**config.mk**
```make
export PLATFORM = sky130hd
export DESIGN_NAME = run_detect_dual
export DESIGN_NICKNAME = d
export VERILOG_FILES = /design/src/rtl/run_detect_pkg.sv /design/src/rtl/run_detect_shift.sv /design/src/rtl/run_detect_dual.sv
export SDC_FILE = /design/constraint.sdc
export NUM_CORES = 1
export LEC_CHECK = 0
export ABC_AREA = 1
export CORE_MARGIN = 2
export CORE_UTILIZATION = 52
export DETAILED_ROUTE_END_ITERATION = 16
export PLACE_DENSITY = 0.83
export SYNTH_ARGS = -nofsm -noshare
export SYNTH_HDL_FRONTEND = slang
export SYNTH_HIERARCHICAL = 1
export SYNTH_SLANG_ARGS = --single-unit
```
**constraint.sdc**
```tcl
create_clock -name clk -period 3.3 [get_ports clk]
set_input_delay 0.66 -clock clk [delete_from_list [all_inputs] [get_ports clk]]
set_output_delay 0.66 -clock clk [all_outputs]
set_load 0.01 [all_outputs]
```
**src/rtl/run_detect_pkg.sv**
```systemverilog
`default_nettype none
// ============================================================================
// Module   : run_detect_pkg
// Brief    : Shared run_sel encodings and helpers for the dual run detector.
// Revision : 1.0 - initial release
// ============================================================================
package run_detect_pkg;

    localparam logic [1:0] SEL_ANY   = 2'b00;
    localparam logic [1:0] SEL_ONES  = 2'b01;
    localparam logic [1:0] SEL_ZEROS = 2'b10;

    // Width needed to hold a run length that saturates at run_len.
    function automatic int len_w(input int run_len);
        return $clog2(run_len + 1);
    endfunction

    // Value qualifier: reserved encoding 2'b11 behaves like SEL_ANY.
    function automatic logic sel_match(input logic [1:0] sel, input logic val);
        case (sel)
            SEL_ONES:  return val;
            SEL_ZEROS: return ~val;
            default:   return 1'b1;
        endcase
    endfunction

endpackage
`default_nettype wire

```
**src/rtl/run_detect_shift.sv**
```systemverilog
`default_nettype none
// ============================================================================
// Module   : run_detect_shift
// Brief    : Run detector built from a RUN_LEN-bit sample history plus a
//            saturating fill count; the newest sample sits in history bit 0.
// Revision : 1.0 - initial release
// ============================================================================
module run_detect_shift
    import run_detect_pkg::*;
#(
    parameter int RUN_LEN = 4
) (
    input  logic       clk,
    input  logic       rst_n,
    input  logic       w,
    input  logic       e,
    input  logic [1:0] run_sel,
    output logic       out
);

    localparam int FILL_W = len_w(RUN_LEN);

    logic [RUN_LEN-1:0] r_hist;
    logic [FILL_W-1:0]  r_fill;
    logic               w_full;
    logic               w_uniform;

    // Shift in each enabled sample; the fill count stops once the window is full.
    always_ff @(posedge clk) begin
        if (!rst_n) begin
            r_hist <= '0;
            r_fill <= '0;
        end else if (e) begin
            r_hist <= {r_hist[RUN_LEN-2:0], w};
            if (r_fill != FILL_W'(RUN_LEN)) begin
                r_fill <= r_fill + FILL_W'(1);
            end
        end
    end

    // Detect when a full window holds one value, then qualify by run_sel.
    always_comb begin
        w_full    = (r_fill == FILL_W'(RUN_LEN));
        w_uniform = (&r_hist) || (~|r_hist);
        out       = w_full && w_uniform && sel_match(run_sel, r_hist[0]);
    end

endmodule
`default_nettype wire

```
**src/rtl/run_detect_dual.sv**
```systemverilog
`default_nettype none
// ============================================================================
// Module   : run_detect_dual
// Brief    : Dual-implementation run-length detector. A shift-register
//            detector and a last-value/run-length counter run in lockstep;
//            any disagreement raises a sticky err flag. Rising edges of the
//            counter detector are tallied in a saturating counter.
// Revision : 1.0 - initial release
// ============================================================================
module run_detect_dual
    import run_detect_pkg::*;
#(
    parameter int RUN_LEN = 4,
    parameter int COUNT_W = 8,
    localparam int LEN_W  = len_w(RUN_LEN)
) (
    input  logic               clk,
    input  logic               rst_n,
    input  logic               w,
    input  logic               e,
    input  logic [1:0]         run_sel,
    input  logic               clr_err,
    output logic               out_s,
    output logic               out_c,
    output logic               out_diff,
    output logic               err,
    output logic [COUNT_W-1:0] run_cnt,
    output logic [LEN_W-1:0]   cur_len
);

    localparam logic [LEN_W-1:0] c_len_max = LEN_W'(RUN_LEN);

    logic               r_lv;
    logic [LEN_W-1:0]   r_len;
    logic               r_out_c_prev;
    logic [COUNT_W-1:0] r_run_cnt;
    logic               r_err;

    logic               w_lv_nxt;
    logic [LEN_W-1:0]   w_len_nxt;
    logic               w_out_s;
    logic               w_rise;

    run_detect_shift #(
        .RUN_LEN (RUN_LEN)
    ) u_shift (
        .clk     (clk),
        .rst_n   (rst_n),
        .w       (w),
        .e       (e),
        .run_sel (run_sel),
        .out     (w_out_s)
    );

    // Run-length state register; len==0 marks "no sample since reset".
    always_ff @(posedge clk) begin
        if (!rst_n) begin
            r_lv  <= 1'b0;
            r_len <= '0;
        end else begin
            r_lv  <= w_lv_nxt;
            r_len <= w_len_nxt;
        end
    end

    // Next-state: extend the run on a repeat, restart it on a new value.
    always_comb begin
        w_lv_nxt  = r_lv;
        w_len_nxt = r_len;
        if (e) begin
            if ((r_len == '0) || (w != r_lv)) begin
                w_lv_nxt  = w;
                w_len_nxt = LEN_W'(1);
            end else if (r_len != c_len_max) begin
                w_len_nxt = r_len + LEN_W'(1);
            end
        end
    end

    assign out_s    = w_out_s;
    assign out_c    = (r_len == c_len_max) && sel_match(run_sel, r_lv);
    assign out_diff = out_s ^ out_c;
    assign w_rise   = out_c && !r_out_c_prev;
    assign err      = r_err;
    assign run_cnt  = r_run_cnt;
    assign cur_len  = r_len;

    // Edge history of out_c tracks every clock so run_sel-induced rises count too.
    always_ff @(posedge clk) begin
        if (!rst_n) begin
            r_out_c_prev <= 1'b0;
            r_run_cnt    <= '0;
        end else begin
            r_out_c_prev <= out_c;
            if (w_rise && (r_run_cnt != '1)) begin
                r_run_cnt <= r_run_cnt + COUNT_W'(1);
            end
        end
    end

    // Sticky mismatch flag; a new mismatch beats a simultaneous clear.
    always_ff @(posedge clk) begin
        if (!rst_n) begin
            r_err <= 1'b0;
        end else if (out_diff) begin
            r_err <= 1'b1;
        end else if (clr_err) begin
            r_err <= 1'b0;
        end
    end

endmodule
`default_nettype wire

```
==> impl_results.md, run 1 <==
* Initial Utilization at 54.77%
* Synthesized area at 1200 um2
* DR WL/cell at 10.65 um
* RR Endpoint: run_cnt[7]$_SDFFE_PN0P_
* Comb pwr share at 15.6%
* Syn_nets at 187
* Initial drt markers at 27
* Adder-cell share of the synthesized area at 9.385%
* # setup viols final at 0
* Post-Synth Simple-Gate Area at 32.12%
* Worst reg2reg setup slack at 1.82 ns
* CP Depth at 8
* Number of vias per cell at 5.054
* Most frequent cells in the layout: 40 x nand2_1, 26 x inv_1, 26 x nor2_1, 21 x dfxtp_1, 20 x clkdlybuf4s50_1
* Tmin final at 2.995 ns
* Length in cells of the worst reg-to-reg path at 8
* Total core area at 2191 um2
* Final #Nets at 213
* N_diodes at 0
* Vias at 1132
* Hold path cells at 2
* Crit path max-delay family: buffers and inverters
* Synthesized area per cell at 7.017 um2
* Fmax at 0.3339 GHz
* Slew margin rel. at 70.64%
* Total setup buffers inserted after CTS at 0
* Switching fraction of total power at 26.74%
* Worst-path clk slew at 0.11 ns
* I/O pin total at 22
* Die area at 2708 um2
* Layout cells sized above 1 at 8.673%
* CP max FO at 4
* Worst IR Drop VDD at 0.2368 mV
* Crit. End Element: primary output
* Final-report hold violation count at 0
* Yosys warns at 6
* Post-synth top area cell: dfxtp_1
* Run status: complete, no violations
* Routed wl met3 at 62 um
* XOR/XNOR share of the synthesized area at 3.650%
* P&R area growth vs syn at 22.84%
* CP Data Arrival Time at 2.33 ns
* Crit path to: out_c
* CTS tree: yes
* Synth area leaders: dfxtp_1 35%, nand2_1 13%, ha_1 9.4%
* Hold-fix buffers at CTS at 0
* Top-area cell type share of the netlist area at 35.04%
* Main combinational cell family by area after synthesis: simple AND/OR/NAND/NOR gates
* Fin crit share at 90.75%
* CP Class: primary input to primary output
* Synth Flop Type: dfxtp_1
* Cell internal pwr at 343.1 uW
* Hold WS at 0.5314 ns
* Number of buffers on the longest clock path at 2
* H-Tree Depth at 1
* DP HPWL at 1868 um
* Antenna-violating nets left at 0
* Clock share of power at 26.2%
* Pin count of the biggest net entering global routing at 15
* Post-route DRC at 0
* Compound-Gate Fraction of Synth Area at 10.74%
* CP max stage cell: clkdlybuf4s50_1
* Crit-path cells: clkdlybuf4s50_1 > inv_1 > ha_1 > inv_1 > nand3_2 > nand2_2 > inv_2 > clkdlybuf4s50_1
* Port bufs at 21
* Worst r2r src: cur_len[0]$_SDFFE_PN0P_
* Sequential share of power at 58.3%
* Critical Path Max Stage Delay at 0.53 ns
* Register area share after synthesis at 35.04%
* Synth Instances at 171
* Worst path required time at 2.64 ns
* Chip width at 52.04 um
* Setup crit start kind: primary input
* WL final at 2385 um
* Initial antenna violation count at 0
* Max Slew Vio Count at 0
* Clock Skew at 0.004382 ns
* FP Rows at 17
* Die H at 52.04 um
* Max Cap Viol at 0
* Setup TNS Final at 0 ns
* Routability congestion estimate at 0.7169
* Skew-Pair Late Insertion Delay at 0.30 ns
* Resized cells post-CTS at 0
* Net Sw Power at 125.2 uW
* First-pass GRT wire length at 4243 um
* CTS root buffer: clkbuf_4
* Number of clock sinks at 21
* Total congestion overflow at 0
* Setup crit start: run_sel[0]
* Vias in the first global route at 1137
* Synth async-reset ratio at 0%
* Transition time of the tightest slew-check pin at 0.4391 ns
* Max Used Layer: met4
* Unique masters post-synth at 21
* CTS buffer count at 3
* Met1 wire length at 988 um
* #FFs+latches synth at 21
* P_leak at 0.6845 nW
* Post-synth EDFFs at 0
* # fillers at 195
* Total GRT Usage at 20.22%
* Met2 WL at 1306 um
* WP buf/inv at 5
* First drt pass iteration count at 7
* Worst hold path type: register to register
* Most common cell after layout, fill and taps aside: nand2_1
* RSZ-0062 raised after global routing: no
* PD cells at 317.8 nW/um2
* Post-synthesis mux area share at 0%
==> logic make-up after synthesis <==
logic type / count (synthesis)
AOI/OAI and AO/OA: 24
xor gates and xnor gates: 5
adders and majority gates: 9
buffers and inverters: 29
DFF: 21
and+or+nand+nor: 83
==> power by group through the flow <==
stage | logic (mW) | clock network (mW) | registers (mW)
floorplan | 0.0430 | 0 | 0.279
global placement | 0.0690 | 0 | 0.278
detailed placement | 0.0729 | 0 | 0.279
CTS | 0.0736 | 0.126 | 0.273
global route | 0.0852 | 0.134 | 0.274
finish | 0.0728 | 0.123 | 0.273
==> registers in the layout, indices dropped and copies added, names as in the netlist <==
register,count
cur_len,3
r_out_c_prev,1
u_shift/r_fill,3
r_lv,1
u_shift/r_hist,4
err,1
run_cnt,8
==> cell type report <==
type | instances | area, um2 | share of cell area, %
multi-input combinational | 121 | 670.6 | 45.50
sequential | 21 | 420.4 | 28.52
timing repair buffer | 21 | 212.7 | 14.43
inverter | 29 | 108.9 | 7.385
tap | 28 | 35.03 | 2.377
clock buffer | 4 | 26.28 | 1.783
==> worst min path at each step <==
stage | from | endpoint | slack [ns]
floorplan | u_shift/r_fill[2]$_SDFFE_PN0P_ | u_shift/r_fill[2]$_SDFFE_PN0P_ | 0.47
global placement | u_shift/r_fill[2]$_SDFFE_PN0P_ | u_shift/r_fill[2]$_SDFFE_PN0P_ | 0.49
detailed placement | u_shift/r_fill[2]$_SDFFE_PN0P_ | u_shift/r_fill[2]$_SDFFE_PN0P_ | 0.51
CTS | u_shift/r_fill[2]$_SDFFE_PN0P_ | u_shift/r_fill[2]$_SDFFE_PN0P_ | 0.54
global route | u_shift/r_hist[2]$_SDFFE_PN0P_ | u_shift/r_hist[3]$_SDFFE_PN0P_ | 0.57
finish | u_shift/r_fill[2]$_SDFFE_PN0P_ | u_shift/r_fill[2]$_SDFFE_PN0P_ | 0.53
==> stage by stage <==
step,utilization (%),worst slack (ns),area (um2),power (mW),cells
final,67.28,0.3054,1474,0.4684,224
after global routing,67.28,0.2072,1474,0.4933,224
after CTS,67.16,0.1013,1471,0.4722,224
after detailed placement,65.96,0.1044,1445,0.3516,220
after global placement,65.96,0.1643,1445,0.3468,220
after floorplan,-,1.213,1200,0.3215,171
==> worst reg2reg max path: cells and delay by family, from the launching register on <==
kind            cells  cell delay (ns)
fa+ha+maj           1             0.17
compound gates      1             0.15
simple gates        4             0.49
buf+inv             2             0.23
flops               1             0.37
==> synthesized netlist by cell type, types with 3 or more instances <==
cell / n
nand2_1: 40
inv_1: 26
nor2_1: 26
dfxtp_1: 21
o21ai_0: 12
a21oi_1: 9
ha_1: 9
nand3_1: 4
nand3_2: 4
inv_2: 3
nand2_2: 3
xor2_1: 3
==> metal layers <==
| layer | global-route usage, % | vias to the layer above |
|---|---|---|
| met2 | 41.56 | 22 |
| met5 | 0 | - |
| met3 | 3.161 | 4 |
| met4 | 6.579 | 0 |
| met1 | 19.82 | 525 |
| li1 | - | 581 |
Power figures use the tool's default switching activity.
==> run 2, diff against run 1 <==
--- a/config.mk
+++ b/config.mk
@@ -5,11 +5,10 @@
 export SDC_FILE = /design/constraint.sdc
 export NUM_CORES = 1
 export LEC_CHECK = 0
-export ABC_AREA = 1
 export CORE_MARGIN = 2
 export CORE_UTILIZATION = 52
 export DETAILED_ROUTE_END_ITERATION = 16
-export PLACE_DENSITY = 0.83
+export PLACE_DENSITY = 0.84
 export SYNTH_ARGS = -nofsm -noshare
 export SYNTH_HDL_FRONTEND = slang
 export SYNTH_HIERARCHICAL = 1
==> run 2 against run 1 <==
  * Final cell count down 21%
  * Sequential power down 2%
  * Die area decreased by 1.2%
  * Via count fell by 13%
  * Critical path depth unchanged
  * Worst setup slack worse by 0.10 ns
  * Clock power barely moved
  * Critical path type unchanged
  * Critical endpoint is now out_diff
  * Largest power group unchanged
  * Highest routed layer unchanged
==> impl_results.md, run 2 <==
* Run status: complete, no violations (unchanged)
* Count leader, synth: dfxtp_1 (was nand2_1)
* First-pass GRT wire length at 3850 um (was 4243 um)
* Transition time of the tightest slew-check pin at 0.5934 ns (was 0.4391 ns)
* Antenna-violating nets left at 0 (unchanged)
* Total power at 454.2 uW (was 468.4 uW)
* CP Data Arrival Time at 2.44 ns (was 2.33 ns)
* Hold path cells at 2 (unchanged)
* RR Endpoint: run_cnt[7]$_SDFFE_PN0P_ (unchanged)
* Post-synth EDFFs at 0 (unchanged)
* PD cells at 310.5 nW/um2 (was 317.8 nW/um2)
* CTS tree: yes (unchanged)
* Die H at 51.71 um (was 52.04 um)
* Syn_nets at 142 (was 187)
* Initial drt markers at 13 (was 27)
* Synth Flop Type: dfxtp_1 (unchanged)
* Setup crit start kind: primary input (unchanged)
* Chip width at 51.71 um (was 52.04 um)
* Yosys warns at 6 (unchanged)
* # fillers at 179 (was 195)
* Total GRT Usage at 19.32% (was 20.22%)
* CTS buffer count at 3 (unchanged)
* Number of buffers on the longest clock path at 2 (unchanged)
* First drt pass iteration count at 4 (was 7)
* Worst-path clk slew at 0.12 ns (was 0.11 ns)
* Fmax at 0.3229 GHz (was 0.3339 GHz)
* Synth Instances at 126 (was 171)
* P_leak at 0.6176 nW (was 0.6845 nW)
* Vias in the first global route at 963 (was 1137)
* Worst r2r src: cur_len[0]$_SDFFE_PN0P_ (unchanged)
* Initial antenna violation count at 0 (unchanged)
* CP max FO at 3 (was 4)
* CTS root buffer: clkbuf_4 (unchanged)
* Final-report hold violation count at 0 (unchanged)
* H-Tree Depth at 1 (unchanged)
* Commonest cells post-synth: 21 x dfxtp_1, 10 x mux2i_1, 10 x nand2_1 (was 40 x nand2_1, 26 x inv_1, 26 x nor2_1)
* Initial Utilization at 54.03% (was 54.77%)
* N_diodes at 0 (unchanged)
* Top-area cell type share of the netlist area at 35.52% (was 35.04%)
* Pin count of the biggest net entering global routing at 18 (was 15)
* Max Cap Viol at 0 (unchanged)
* Clock Skew at 0.01205 ns (was 0.004382 ns)
* I/O pin total at 22 (unchanged)
* Die area at 2674 um2 (was 2708 um2)
* Max Slew Vio Count at 0 (unchanged)
* Synthesized area at 1184 um2 (was 1200 um2)
* Tmin final at 3.097 ns (was 2.995 ns)
* Hold Path Sink: cur_len[2]$_SDFFE_PN0P_ (was u_shift/r_fill[2]$_SDFFE_PN0P_)
* Synth area leaders: dfxtp_1 36%, ha_1 9.5%, mux2i_1 8.5% (was dfxtp_1 35%, nand2_1 13%, ha_1 9.4%)
* Length in cells of the worst reg-to-reg path at 7 (was 8)
* Worst hold path type: register to register (unchanged)
* Total setup buffers inserted after CTS at 0 (unchanged)
* Hold_sp: cur_len[2]$_SDFFE_PN0P_ (was u_shift/r_fill[2]$_SDFFE_PN0P_)
* Crit. End Element: primary output (unchanged)
* Port bufs at 21 (unchanged)
* Worst reg2reg setup slack at 1.48 ns (was 1.82 ns)
* P&R area growth vs syn at 23.57% (was 22.84%)
* Fin area at 1463 um2 (was 1474 um2)
* Post-route DRC at 0 (unchanged)
* Fin crit share at 93.86% (was 90.75%)
* CP Class: primary input to primary output (unchanged)
* # setup viols final at 0 (unchanged)
* Slew margin rel. at 60.31% (was 70.64%)
* Number of vias per cell at 5.551 (was 5.054)
* Unique masters post-synth at 40 (was 21)
* Area after DPL at 1425 um2 (was 1445 um2)
* RSZ-0062 raised after global routing: no (unchanged)
* Layout cells sized above 1 at 10.67% (was 8.673%)
* Total core area at 2191 um2 (unchanged)
* #FFs+latches synth at 21 (unchanged)
* Vias at 988 (was 1132)
* Number of clock sinks at 21 (unchanged)
* Final #Nets at 167 (was 213)
* Worst path required time at 2.64 ns (about the same)
* WL final at 2348 um (was 2385 um)
* Worst IR Drop VDD at 0.2322 mV (was 0.2368 mV)
* Synthesized area per cell at 9.394 um2 (was 7.017 um2)
* Most frequent cells in the layout: 21 x dfxtp_1, 17 x clkdlybuf4s50_1, 10 x nand2_1, 10 x mux2i_1 (was 40 x nand2_1, 26 x inv_1, 26 x nor2_1, 21 x dfxtp_1, 20 x clkdlybuf4s50_1)
* Synth async-reset ratio at 0% (unchanged)
* Total congestion overflow at 0 (unchanged)
* Register area share after synthesis at 35.52% (was 35.04%)
* FP Rows at 17 (unchanged)
* Post-synth top area cell: dfxtp_1 (unchanged)
* Most common cell after layout, fill and taps aside: dfxtp_1 (was nand2_1)
* Routability congestion estimate at 0.7688 (was 0.7169)
* DR WL/cell at 13.19 um (was 10.65 um)
* DP HPWL at 1798 um (was 1868 um)
* Largest register FFs at 8 (unchanged)
* Skew-Pair Late Insertion Delay at 0.31 ns (was 0.30 ns)
run 2: timing repair:
item                                    in CTS  in global routing
hold buffers                                 0                  0
gates resized for setup                      2                  3
endpoints found under the setup margin       2                  2
pin swaps                                    0                  1
run 2: worst max path at each step:
stage                from  endpoint  slack, ns  depth (start not counted)
4_1_cts        run_sel[1]     out_c      0.008                          9
3_5_place_dp   run_sel[0]  out_diff      -0.14                          8
3_3_place_gp   run_sel[0]  out_diff      -0.08                          8
6_report       run_sel[1]  out_diff       0.20                          8
5_1_grt        run_sel[1]  out_diff       0.04                          8
2_1_floorplan  run_sel[0]  out_diff       0.97                          6
run 2: cell type report:
type	count	area [um2]	share of cell area, %
inverters	11	41.29	2.823
flip-flops and latches	21	420.4	28.74
repair buffers	24	242.7	16.60
multi-input cells	90	695.7	47.56
clock inverters	1	5.005	0.3422
clock buffers	3	22.52	1.540
well taps	28	35.03	2.395
run 2: stage by stage:
stage	TNS, ns	util [%]	hold slack, ns	worst slack [ns]	cells
final	0	66.76	0.5038	0.2027	178
after detailed placement	-0.1530	65.05	0.4938	-0.1419	174
after global placement	-0.07752	65.05	0.4756	-0.07752	174
after floorplan	0	-	0.4984	0.9670	126
after CTS	0	66.42	0.5112	0.007787	178
after global routing	0	66.76	0.5388	0.04457	178
run 2: where the power goes:
group | internal [mW] | switching [mW]
Sequential | 0.260 | 0.00691
Clock | 0.0452 | 0.0779
Combinational | 0.0323 | 0.0314
run 2: per-layer routing:
layer	global-route usage (%)	share of wire, %	routed length, um	vias to the layer above
met3	4.310	3.4	79	4
met1	20.18	43	1002	472
met5	0	0	0	-
met4	9.211	1.2	29	0
li1	-	-	-	488
met2	36.11	53	1237	24
run 2: worst max-delay path, stage by stage:
cell,delay (ns)
clkdlybuf4s50_1,0.50
inv_1,0.05
ha_1,0.17
mux2_2,0.25
o211ai_1,0.20
a21oi_1,0.09
xnor2_1,0.21
dlygate4sd2_1,0.29
run 2: cell families after synthesis:
logic type                 Yosys count  share of synthesized area (%)
muxes                               12                          10.68
AOI/OAI and AO/OA                   23                          13.53
adders and majority gates            9                          9.514
xor gates and xnor gates             4                          2.960
DFF                                 21                          35.52
and+or+nand+nor                     42                          22.09
buffers and inverters               15                          5.709
==> run 3, diff against run 2 <==
--- a/config.mk
+++ b/config.mk
@@ -5,6 +5,7 @@
 export SDC_FILE = /design/constraint.sdc
 export NUM_CORES = 1
 export LEC_CHECK = 0
+export CAP_MARGIN = 30
 export CORE_MARGIN = 2
 export CORE_UTILIZATION = 52
 export DETAILED_ROUTE_END_ITERATION = 16
==> results of run 3 <==
The final DEF is identical to that of run 2; final timing and power are the same.
